===== config.mk =====
export PLATFORM = sky130hd
export DESIGN_NAME = icache_refill_ctrl
export DESIGN_NICKNAME = d
export VERILOG_FILES = /design/src/rtl/icache_refill_ctrl.sv
export SDC_FILE = /design/constraint.sdc
export NUM_CORES = 1
export LEC_CHECK = 0
export CORE_UTILIZATION = 55
export CTS_CLUSTER_DIAMETER = 120
export DETAILED_ROUTE_END_ITERATION = 8
export PLACE_DENSITY = 0.84
export SLEW_MARGIN = 25
export SYNTH_ARGS = -nofsm -noshare
export SYNTH_HDL_FRONTEND = slang
export SYNTH_SLANG_ARGS = --single-unit

===== constraint.sdc =====
create_clock -name clk -period 5.6 [get_ports clk]
set_clock_uncertainty 0.1 [all_clocks]
set_input_delay 0.84 -clock clk [delete_from_list [all_inputs] [get_ports clk]]
set_output_delay 0.84 -clock clk [all_outputs]
set_load 0.02 [all_outputs]

===== src/rtl/icache_refill_ctrl.sv =====
// Instruction-cache miss/refill controller: stalls fetch, refills one line by beats.
// Build option ICACHE_CWF_EN: fetch the missing word first, then wrap.
module icache_refill_ctrl #(
    parameter int ADDR_W     = 32,
    parameter int WORD_W     = 32,
    parameter int LINE_WORDS = 4
) (
    input  logic                         clk,
    input  logic                         rst_n,
    input  logic                         fetch_req,
    input  logic [ADDR_W-1:0]            fetch_addr,
    input  logic                         cache_hit,
    output logic                         stall,
    output logic                         mem_req,
    output logic [ADDR_W-1:0]            mem_addr,
    input  logic                         mem_ack,
    input  logic [WORD_W-1:0]            mem_rdata,
    output logic                         line_we,
    output logic [ADDR_W-1:0]            line_addr,
    output logic [LINE_WORDS*WORD_W-1:0] line_data,
    output logic [15:0]                  miss_cnt
);

    localparam int OFF_W  = $clog2(LINE_WORDS);
    localparam int BOFF_W = $clog2(WORD_W / 8);
    localparam int LOFF_W = OFF_W + BOFF_W;
    localparam int LINE_W = LINE_WORDS * WORD_W;

    typedef enum logic [1:0] {IDLE, FETCH, FILL, RESUME} state_t;

    state_t              state_q;
    logic [ADDR_W-1:0]   base_q;
    logic [ADDR_W-1:0]   mem_addr_q;
    logic [ADDR_W-1:0]   line_addr_q;
    logic [OFF_W-1:0]    off0_q;
    logic [OFF_W-1:0]    beat_q;
    logic [LINE_W-1:0]   buf_q;
    logic [LINE_W-1:0]   line_data_q;
    logic                mem_req_q;
    logic                line_we_q;
    logic [15:0]         miss_cnt_q;

    logic                miss;
    logic [ADDR_W-1:0]   miss_base;
    logic [OFF_W-1:0]    miss_off;
    logic [OFF_W-1:0]    slot_d;
    logic [OFF_W-1:0]    next_slot_d;
    logic [LINE_W-1:0]   buf_d;
    logic                unused_addr_bits;

    assign miss      = fetch_req & ~cache_hit;
    assign miss_base = {fetch_addr[ADDR_W-1:LOFF_W], {LOFF_W{1'b0}}};
    assign unused_addr_bits = ^fetch_addr[LOFF_W-1:0];

`ifdef ICACHE_CWF_EN
    assign miss_off = fetch_addr[LOFF_W-1:BOFF_W];
`else
    assign miss_off = '0;
`endif

    // Slot arithmetic wraps naturally at OFF_W bits (modulo LINE_WORDS).
    assign slot_d      = off0_q + beat_q;
    assign next_slot_d = slot_d + OFF_W'(1);

    function automatic logic [ADDR_W-1:0] beat_addr(
        input logic [ADDR_W-1:0] b,
        input logic [OFF_W-1:0]  s
    );
        return b | (ADDR_W'(s) << BOFF_W);
    endfunction

    always_comb begin
        buf_d = buf_q;
        buf_d[int'(slot_d)*WORD_W +: WORD_W] = mem_rdata;
    end

    always_ff @(posedge clk or negedge rst_n) begin
        if (!rst_n) begin
            state_q     <= IDLE;
            base_q      <= '0;
            mem_addr_q  <= '0;
            line_addr_q <= '0;
            off0_q      <= '0;
            beat_q      <= '0;
            buf_q       <= '0;
            line_data_q <= '0;
            mem_req_q   <= 1'b0;
            line_we_q   <= 1'b0;
            miss_cnt_q  <= '0;
        end else begin
            line_we_q <= 1'b0;
            unique case (state_q)
                IDLE: begin
                    if (miss) begin
                        base_q     <= miss_base;
                        off0_q     <= miss_off;
                        beat_q     <= '0;
                        mem_addr_q <= beat_addr(miss_base, miss_off);
                        mem_req_q  <= 1'b1;
                        if (miss_cnt_q != 16'hFFFF)
                            miss_cnt_q <= miss_cnt_q + 16'd1;
                        state_q    <= FETCH;
                    end
                end
                FETCH: begin
                    if (mem_ack) begin
                        buf_q  <= buf_d;
                        beat_q <= beat_q + OFF_W'(1);
                        if (beat_q == OFF_W'(LINE_WORDS - 1)) begin
                            mem_req_q   <= 1'b0;
                            line_we_q   <= 1'b1;
                            line_addr_q <= base_q;
                            line_data_q <= buf_d;
                            state_q     <= FILL;
                        end else begin
                            mem_addr_q <= beat_addr(base_q, next_slot_d);
                        end
                    end
                end
                FILL:    state_q <= RESUME;
                RESUME:  state_q <= IDLE;
                default: state_q <= IDLE;
            endcase
        end
    end

    assign stall     = (state_q == IDLE) ? miss : 1'b1;
    assign mem_req   = mem_req_q;
    assign mem_addr  = mem_addr_q;
    assign line_we   = line_we_q;
    assign line_addr = line_addr_q;
    assign line_data = line_data_q;
    assign miss_cnt  = miss_cnt_q;

endmodule


==> results.py, run 1 <==
metrics = {
    "outcome": {
        "status": "finished with violations",
        "violations": "DRC",
    },
    "timing": {
        "maxSlewHeadroom": 0.359,
        "min_period_over_period": 0.577,
        "min_period_ns": 3.23,
        "clock.fmax_ghz": 0.309,
        "hold_viol": 0,
        "finalSetupTns_ns": 0,
        "rsz0062_at_grt": "false",
        "setup_viol": 0,
        "holdWs_ns": 0.312,
        "tightest_slew_ns": 0.957,
        "finalMaxSlewViolations": 0,
    },
    "logic_synthesis": {
        "synth_top_family_by_area": "compound AO/OA/AOI/OAI gates",
        "ys_seq_elements": 364,
        "synth_area_um2": 14900,
        "ys_async_sr_fraction": 1.00,
        "yosysWarnings": 0,
        "synth-simple-area-share": 0.118,
        "synth_fa_ha_area_frac": 0.00924,
        "synth_ff_type": "dfrtp_1",
        "syn_inst": 1325,
        "synth_edf_count": 0,
        "synth-seq-area-share": 0.611,
        "synth_compound_area_frac": 0.167,
        "yosys.cell_types.count": 46,
        "syn_area_per_cell_um2": 11.2,
        "synthMuxAreaShare": 0.0429,
        "synthXorXnorAreaFrac": 0.00823,
    },
    "worst_hold_path": {
        "hold_class": "input port to asynchronous set/reset pin",
    },
    "detailed_routing": {
        "drtIter0Drc": 1210,
        "routed_wl_um": 40500,
        "vias": 11600,
        "vias_per_cell": 6.16,
        "detail-route-antenna-nets": 0,
        "first_pass_iters": 9,
        "drt-wirelength-per-cell_um": 21.5,
        "remaining_drc_errors": 16,
    },
    "place": {
        "hpwl_um": 24700,
        "gp_congestion": 0.802,
        "io_buffers": 269,
    },
    "global_routing": {
        "grt_overflow_total": 0,
        "grtUsageTotal": 0.296,
        "grt_pass1_vias": 12000,
        "grt_max_degree": 143,
        "antenna_found_initial": 1,
        "grt_pass1_wl_um": 65400,
    },
    "floorplan": {
        "die-area_um2": 27800,
        "start_util": 0.565,
        "ioPinCount": 280,
        "die_width_um": 167,
        "row_count": 59,
        "core_area_um2": 26400,
        "die_h_um": 167,
    },
    "clocking": {
        "htreeDepth": 2,
        "clock_path_buffers": 3,
        "cts.sinks": 364,
        "ctsResizeCount": 0,
        "cts_buffers": 37,
        "cts_hold_buf": 0,
        "clk_latency_ns": 0.51,
        "postCtsSetupBuffers": 0,
        "clkTransAtPathRegs_ns": 0.06,
        "clockRootBuffer": "clkbuf_16",
        "cts_tree": "built",
    },
    "worst_setup_path": {
        "cp_common_cell": "clkdlybuf4s50_1",
        "crit_path_end_kind": "output pin",
        "worst_ep_required_time_ns": 4.66,
        "max_stage_delay_ns": 0.62,
        "worstPathMaxFanout": 4,
        "crit_type": "input port to output pin",
        "path_depth": 4,
        "worstPathArrival_ns": 2.29,
        "cp_top_family": "buffers and inverters",
        "critPathSlowestCell": "clkdlybuf4s50_1",
        "crit_chain": "clkdlybuf4s50_1, nand2b_1, nand2_1, clkdlybuf4s50_1",
        "start_kind": "input port",
        "reg2reg_from": "state_q[1]$_DFFE_PN0P_",
        "reg2reg_to": "line_data[53]$_DFFE_PN0P_",
        "cp_num_buf_inv": 2,
        "r2r_slack_ns": 2.37,
        "rr_worst_depth": 8,
    },
    "finish": {
        "post-route-util": 0.716,
        "nets": 1602,
        "drive_above_1_share": 0.0820,
        "fill_cells": 1800,
        "multi_input_area_um2": 5240,
        "area_delta_synth_final_pct": 26.7,
        "seqCellArea_um2": 9110,
    },
    "run": {
        "drv_cap": 0,
    },
    "pwr": {
        "ir_drop_uv": 372,
        "powerDensity_nw_per_um2": 471,
        "p_leak_nw": 8.71,
    },
}
## registers in the layout, summed over array words and instances (netlist names)
register / cells
base_q: 28
line_we: 1
state_q: 2
beat_q: 2
buf_q: 128
miss_cnt: 16
line_data: 128
line_addr: 28
mem_addr: 30
mem_req: 1
## layout make-up
class | instances | area share
Clock inverter | 10 | 0.00464
Clock buffer | 56 | 0.0588
Timing Repair Buffer | 290 | 0.152
Inverter | 10 | 0.00239
Sequential cell | 364 | 0.483
Antenna cell | 1 | 0.000133
Multi-Input combinational cell | 819 | 0.277
Tap cell | 335 | 0.0222
## power breakdown
group	leakage [nW]	internal, W	switching, W	total [W]
Clock	0.585	0.00142	0.00101	0.00243
Combinational	3.26	0.00123	0.00159	0.00281
Sequential	4.87	0.00324	0.000403	0.00364
## cell families (layout without fill, tap and decap cells)
group | count (synthesis) | after routing
AO/OA/AOI/OAI | 301 | 301
XOR/XNOR | 14 | 14
adder cells (fa/ha/maj) | 11 | 11
buffers and inverters | 147 | 366
flip-flops | 364 | 364
multiplexers | 60 | 60
other | 1 | 7
AND/OR/NAND/NOR | 427 | 427
## cells in the mapped netlist (7+ instances only)
library cell | n | area share
ha_1 | 11 | 0.0092
buf_2 | 37 | 0.012
dfrtp_1 | 364 | 0.61
mux2_2 | 31 | 0.023
a21oi_1 | 28 | 0.0094
o21ai_0 | 8 | 0.0027
nand2_1 | 99 | 0.025
inv_1 | 9 | 0.0023
a221oi_1 | 129 | 0.076
a22o_1 | 129 | 0.076
nor2_1 | 287 | 0.072
clkbuf_1 | 49 | 0.012
xor2_1 | 7 | 0.0041
buf_4 | 10 | 0.0050
mux2i_1 | 29 | 0.019
buf_1 | 39 | 0.0098
xnor2_1 | 7 | 0.0041
## layout by cell type, fill, tap and decap left out, types with 3 or more instances in the layout
cell	n
a21oi_1	28
o21ai_0	8
ha_1	10
nand4_1	3
and2_1	3
dfrtp_1	364
conb_1	6
nor2b_1	5
xor2_1	7
mux2_2	31
a22o_1	129
inv_1	6
nand3_1	5
buf_4	20
clkdlybuf4s50_1	268
mux2i_1	29
inv_2	3
nor2_1	286
clkbuf_1	10
clkinv_2	5
nand2_1	98
clkbuf_16	39
xnor2_1	7
a221oi_1	128
nor3_1	5
clkbuf_8	7
## worst max path at each step
stage | slack [ns] | startpoint | endpoint
after CTS | 2.14 | state_q[1]$_DFFE_PN0P_ | line_data[25]$_DFFE_PN0P_
final | 2.37 | cache_hit | stall
after floorplan | 3.39 | beat_q[0]$_DFFE_PN0P_ | line_data[104]$_DFFE_PN0P_
after global routing | 2.13 | state_q[1]$_DFFE_PN0P_ | line_data[124]$_DFFE_PN0P_
after global placement | 2.09 | mem_ack | line_data[123]$_DFFE_PN0P_
after detailed placement | 2.06 | mem_ack | line_data[122]$_DFFE_PN0P_
## worst register-to-register path, cell delays in order (launching register included)
cell and delay (ns):
dfrtp_1 0.39, inv_1 0.12, ha_2 0.18, buf_4 0.51, and2_1 0.40, nand2_4 0.28, buf_4 0.46, a221oi_1 0.54
nor2_1 0.12
## per-layer routing
metal | share of wire | routed length (um) | up-vias | GRT usage
li1 | - | - | 5091 | -
met1 | 0.41 | 16400 | 5880 | 0.391
met2 | 0.48 | 19500 | 566 | 0.482
met3 | 0.093 | 3760 | 70 | 0.0817
met4 | 0.021 | 864 | 0 | 0.0833
met5 | 0 | 0 | - | 0
## per-stage QoR
| step | instance area [um^2] | setup slack [ns] | instances | power (W) |
|---|---|---|---|---|
| 6_report | 18900 | 2.37 | 1885 | 0.00888 |
| 3_3_place_gp | 17700 | 2.09 | 1818 | 0.00635 |
| 3_5_place_dp | 17700 | 2.06 | 1818 | 0.00647 |
| 5_1_grt | 18900 | 2.13 | 1885 | 0.00928 |
| 2_1_floorplan | 14900 | 3.39 | 1330 | 0.00519 |
| 4_1_cts | 18900 | 2.14 | 1884 | 0.00892 |
Note: power is estimated with default switching activity, not from simulation.
==> run 2: changes to the inputs <==
CORE_UTILIZATION = 52   (was 55)
PLACE_DENSITY = 0.8   (was 0.84)
clock period = 3.1 ns   (was 5.6 ns; I/O delays follow)
==> run 2 against run 1 <==
Effect of this change: the run now ends clean; critical path depth unchanged; register-to-register slack worse by 1.8 ns; via count up 0.86%; largest cell class unchanged; highest routed layer unchanged.
==> results.py, run 2 (same netlist as run 1, synthesis figures left out) <==
metrics = {
    "place": {
        "placed_cell_area_um2": 17900,
        "hpwl_um": 25700,
        "gp_congestion": 0.822,
        "placed_cells": 1878,
        "io_buffers": 269,
    },
    "worst_setup_path": {
        "start_kind": "register",
        "max_stage_delay_ns": 0.55,
        "crit_path_end_kind": "output pin",
        "critPathSlowestCell": "clkdlybuf4s50_1",
        "worstPathArrival_ns": 2.03,
        "worstPathMaxFanout": 6,
        "rr_worst_depth": 6,
        "worst_ep_required_time_ns": 2.53,
        "cp_top_family": "buffers and inverters",
        "crit_chain": "inv_1, ha_1, nand2_1, clkdlybuf4s50_1",
        "reg2reg_from": "state_q[1]$_DFFE_PN0P_",
        "crit_type": "register to output pin",
        "cp_num_buf_inv": 2,
        "reg2reg_to": "miss_cnt[9]$_DFFE_PN0P_",
        "r2r_slack_ns": 0.53,
    },
    "floorplan": {
        "row_count": 61,
        "ioPinCount": 280,
        "die_width_um": 171,
        "start_util": 0.532,
        "die_h_um": 171,
        "core_area_um2": 28000,
        "die-area_um2": 29300,
    },
    "timing": {
        "clock.fmax_ghz": 0.386,
        "finalMaxSlewViolations": 0,
        "maxSlewHeadroom": 0.472,
        "rsz0062_at_grt": "false",
        "hold_viol": 0,
        "min_period_ns": 2.59,
        "finalSetupTns_ns": 0,
        "tightest_slew_ns": 0.786,
        "setup_viol": 0,
        "min_period_over_period": 0.836,
    },
    "global_routing": {
        "met3_usage": 0.0778,
        "met1_usage": 0.375,
        "grt_pass1_wl_um": 64400,
        "grt_max_degree": 117,
        "antenna_found_initial": 0,
        "grtUsageTotal": 0.283,
        "grt.busiest_layer": "met2",
        "grt_overflow_total": 0,
        "use_met2": 0.457,
        "grt_pass1_vias": 11900,
    },
    "finish": {
        "diodes": 0,
        "stdcell_count": 1946,
        "area_delta_synth_final_pct": 28.8,
        "final_common_cell": "dfrtp_1",
        "nets": 1621,
        "fill_cells": 2061,
        "drive_above_1_share": 0.0925,
        "mostFrequentLayoutCells": "dfrtp_1 (364), nor2_1 (286), clkdlybuf4s50_1 (268), a22o_1 (129), a221oi_1 (128)",
        "design_area_um2": 19200,
    },
    "clocking": {
        "clk_latency_ns": 0.53,
        "htreeDepth": 2,
        "clockRootBuffer": "clkbuf_16",
        "clkTransAtPathRegs_ns": 0.06,
        "postCtsSetupBuffers": 0,
        "cts_buffers": 38,
        "cts.sinks": 364,
        "cts_tree": "built",
        "clock_path_buffers": 3,
    },
    "outcome": {
        "status": "finished clean",
    },
    "run": {
        "drv_cap": 0,
    },
    "detailed_routing": {
        "drtIter0Drc": 1133,
        "remaining_drc_errors": 0,
        "vias": 11700,
        "vias_per_cell": 6.02,
        "drt-wirelength-per-cell_um": 21.0,
        "first_pass_iters": 5,
        "detail-route-antenna-nets": 0,
        "routed_wl_um": 40900,
    },
    "worst_hold_path": {
        "holdCritStartpoint": "line_addr[19]$_DFFE_PN0P_",
        "hold_class": "register to register",
        "holdPathStages": 2,
        "holdPathEnd": "line_addr[19]$_DFFE_PN0P_",
    },
    "pwr": {
        "ir_drop_uv": 727,
        "p_leak_nw": 8.85,
        "powerDensity_nw_per_um2": 848,
    },
}
[run 2: cell types whose count changed in the layout (fill, tap and decap cells not counted), sizes merged]
cell / before / now
buf: 22 / 39
clkbuf: 56 / 51
clkinv: 6 / 10
bufinv: 1 / 3
clkinvlp: 2 / 1
diode: 1 / 0
dlygate4sd3: 0 / 1
inv: 11 / 12
[run 2: timing repair]
| action | CTS | global route |
|---|---|---|
| hold endpoints to repair | 77 | 0 |
| resized for setup | 0 | 0 |
| hold buffers | 1 | 0 |
[run 2: layout make-up]
class	count	area [um^2]	area share
Tap cell	378	473	0.0246
Clock buffer	51	1060	0.0552
Timing Repair Buffer	308	3090	0.161
Clock inverter	16	180	0.00939
Inverter	10	42.5	0.00222
Sequential cell	364	9110	0.475
Multi-Input combinational cell	819	5240	0.273
[run 2: how the worst max path moves through the flow]
stage,start,to,slack (ns),cells past startpoint
2_1_floorplan,beat_q[0]$_DFFE_PN0P_,line_data[104]$_DFFE_PN0P_,0.89,8
3_3_place_gp,beat_q[1]$_DFFE_PN0P_,line_data[60]$_DFFE_PN0P_,0.42,6
3_5_place_dp,mem_ack,line_data[37]$_DFFE_PN0P_,0.37,7
4_1_cts,state_q[1]$_DFFE_PN0P_,stall,0.50,4
5_1_grt,state_q[1]$_DFFE_PN0P_,miss_cnt[11]$_DFFE_PN0P_,0.37,6
6_report,state_q[1]$_DFFE_PN0P_,stall,0.51,4
[run 2: per-layer routing]
layer  up-vias  wire length, um
met2       526            19600
met5         -                0
li1       5133                -
met4         0              929
met1      5972            16600
met3        76             3760
[run 2: per-stage QoR]
| step | setup WS [ns] | utilization | hold WS [ns] | power [W] |
|---|---|---|---|---|
| 6_report | 0.509 | 0.685 | 0.376 | 0.0163 |
| 5_1_grt | 0.369 | 0.685 | 0.401 | 0.0170 |
| 4_1_cts | 0.499 | 0.685 | 0.381 | 0.0163 |
| 3_5_place_dp | 0.367 | 0.641 | 0.366 | 0.0117 |
| 3_3_place_gp | 0.425 | 0.641 | 0.358 | 0.0115 |
| 2_1_floorplan | 0.888 | - | 0.0694 | 0.00937 |
[run 2: report_power, final]
group	total (W)	switching (W)	internal (W)
clock	0.00457	0.00190	0.00266
sequential	0.00656	0.000714	0.00585
combinational	0.00514	0.00289	0.00225
[run 2: worst reg2reg max path, stage by stage (launching register included)]
cell	delay [ns]
dfrtp_1	0.38
inv_1	0.12
ha_1	0.35
nand3b_1	0.34
nor4_1	0.73
o21ai_0	0.24
xnor2_1	0.17
==> run 3: changes to the inputs <==
clock period = 2.4 ns   (was 3.1 ns; I/O delays follow)
==> run 3 against run 2 <==
Effect of this change: count of clock-buffer cells in the layout rose by 4; utilization grew 1.0 points; final cell count up 0.98%; combinational power up 33%; non-clock buffer count is 22 higher; global-route usage hardly changed; routed wire length increased by 0.54%; worst hold slack worse by 0.063 ns; power up 30%.
==> results.py, run 3 (same netlist as run 1, synthesis figures left out) <==
metrics = {
    "timing": {
        "tightest_slew_ns": 0.636,
        "maxSlewHeadroom": 0.576,
        "finalMaxSlewViolations": 0,
        "min_period_ns": 2.25,
        "finalSetupTns_ns": 0,
        "setup_viol": 0,
        "hold_viol": 0,
        "setup_slack_ns": 0.146,
        "min_period_over_period": 0.939,
        "rsz0062_at_grt": "false",
        "clock.fmax_ghz": 0.444,
    },
    "detailed_routing": {
        "vias": 11800,
        "first_pass_iters": 5,
        "remaining_drc_errors": 0,
        "vias_per_cell": 6.02,
        "drtIter0Drc": 1097,
        "drt-wirelength-per-cell_um": 20.9,
        "detail-route-antenna-nets": 0,
        "routed_wl_um": 41100,
    },
    "finish": {
        "final_common_cell": "dfrtp_1",
        "area_delta_synth_final_pct": 30.7,
        "diodes": 0,
        "drive_above_1_share": 0.101,
        "design_area_um2": 19500,
        "mostFrequentLayoutCells": "dfrtp_1 (364), nor2_1 (286), clkdlybuf4s50_1 (267), a22o_1 (129), a221oi_1 (128)",
        "nets": 1642,
    },
    "place": {
        "pre_cts_ws_ns": 0.133,
        "gp_congestion": 0.804,
        "io_buffers": 269,
        "placed_cell_area_um2": 18200,
        "hpwl_um": 26600,
    },
    "worst_hold_path": {
        "hold_class": "input port to asynchronous set/reset pin",
    },
    "global_routing": {
        "grt_pass1_vias": 11600,
        "grt_overflow_total": 0,
        "grtUsageTotal": 0.283,
        "grt_max_degree": 73,
        "antenna_found_initial": 0,
        "grt_pass1_wl_um": 64500,
    },
    "worst_setup_path": {
        "crit_type": "register to register",
        "r2r_slack_ns": 0.15,
        "crit_path_end_kind": "register",
        "worst_ep_required_time_ns": 2.74,
        "start_kind": "register",
        "worstPathMaxFanout": 21,
        "worstPathArrival_ns": 2.59,
    },
    "clocking": {
        "clock_path_buffers": 3,
        "cts_tree": "built",
        "cts_buffers": 37,
        "postCtsSetupBuffers": 0,
        "clkTransAtPathRegs_ns": 0.07,
        "clockRootBuffer": "clkbuf_16",
        "clk_latency_ns": 0.51,
        "htreeDepth": 2,
        "cts.sinks": 364,
    },
    "floorplan": {
        "row_count": 61,
        "die-area_um2": 29300,
        "start_util": 0.532,
        "die_width_um": 171,
        "die_h_um": 171,
        "core_area_um2": 28000,
        "ioPinCount": 280,
    },
    "pwr": {
        "swShare": 0.332,
        "ir_drop_uv": 848,
        "power_frac_clock": 0.275,
        "p_total_w": 0.0211,
        "internal_power_w": 0.0141,
        "powerDensity_nw_per_um2": 1080,
        "power_frac_seq": 0.401,
        "p_leak_nw": 9.01,
        "switchingPower_w": 0.00702,
        "power_frac_comb": 0.323,
    },
    "outcome": {
        "status": "finished clean",
    },
    "run": {
        "drv_cap": 0,
    },
}
run 3: cell types whose count changed in the layout (fill, tap and decap cells not counted), sizes merged:
cell / delta
clkbuf: +4
inv: -1
buf: +22
clkinv: -5
dlymetal6s2s: +1
clkdlybuf4s50: -1
clkinvlp: -1
run 3: per-layer routing:
| metal | global-route usage | share of wire | vias to the layer above |
|---|---|---|---|
| met1 | 0.380 | 0.40 | 5989 |
| met4 | 0.0893 | 0.027 | 0 |
| met3 | 0.0729 | 0.092 | 89 |
| met2 | 0.452 | 0.48 | 573 |
| met5 | 0 | 0 | - |
| li1 | - | - | 5174 |
run 3: timing repair:
action / 4_1_cts / 5_1_grt
resized for setup: 1 / 4
hold endpoints to repair: 60 / 0
pin swaps: 0 / 0
setup endpoints to repair: 1 / 47
hold buffers: 1 / 0
run 3: power groups by stage:
stage | Clock (W) | Combinational, W | Sequential (W)
CTS | 0.00588 | 0.00680 | 0.00846
global placement | 0 | 0.00657 | 0.00846
finish | 0.00581 | 0.00682 | 0.00847
floorplan | 0 | 0.00269 | 0.00941
detailed placement | 0 | 0.00675 | 0.00854
global route | 0.00612 | 0.00731 | 0.00863
run 3: final cells by class:
type                            count  area (um^2)
Sequential cell                   364         9110
Tap cell                          378          473
Multi-Input combinational cell    819         5260
Fill cell                        2003         8530
Timing Repair Buffer              330         3370
Clock buffer                       55         1100
Clock inverter                      9          128
Inverter                           10         42.5
run 3: critical path: stages (launching register included):
cell,delay [ns]
dfrtp_1,0.41
inv_1,0.10
ha_2,0.47
nor2b_1,0.19
nor4b_4,0.24
buf_4,0.34
a221oi_1,0.17
nor2_1,0.15
run 3: final timing paths:
kind,cells after the start,to,from
max reg2reg,7,line_data[77]$_DFFE_PN0P_,beat_q[1]$_DFFE_PN0P_
min,2,line_data[109]$_DFFE_PN0P_,rst_n
max,7,line_data[77]$_DFFE_PN0P_,beat_q[1]$_DFFE_PN0P_
max in group asynchronous,3,line_addr[15]$_DFFE_PN0P_,rst_n
min in group clk,2,line_addr[14]$_DFFE_PN0P_,line_addr[14]$_DFFE_PN0P_
min reg2reg,2,line_addr[14]$_DFFE_PN0P_,line_addr[14]$_DFFE_PN0P_
run 3: through the flow:
stage | cells | util | hold slack (ns)
6_report | 1965 | 0.695 | 0.312
3_3_place_gp | 1900 | 0.650 | 0.287
4_1_cts | 1965 | 0.695 | 0.341
2_1_floorplan | 1330 | - | -0.0356
3_5_place_dp | 1900 | 0.650 | 0.286
5_1_grt | 1965 | 0.695 | 0.363
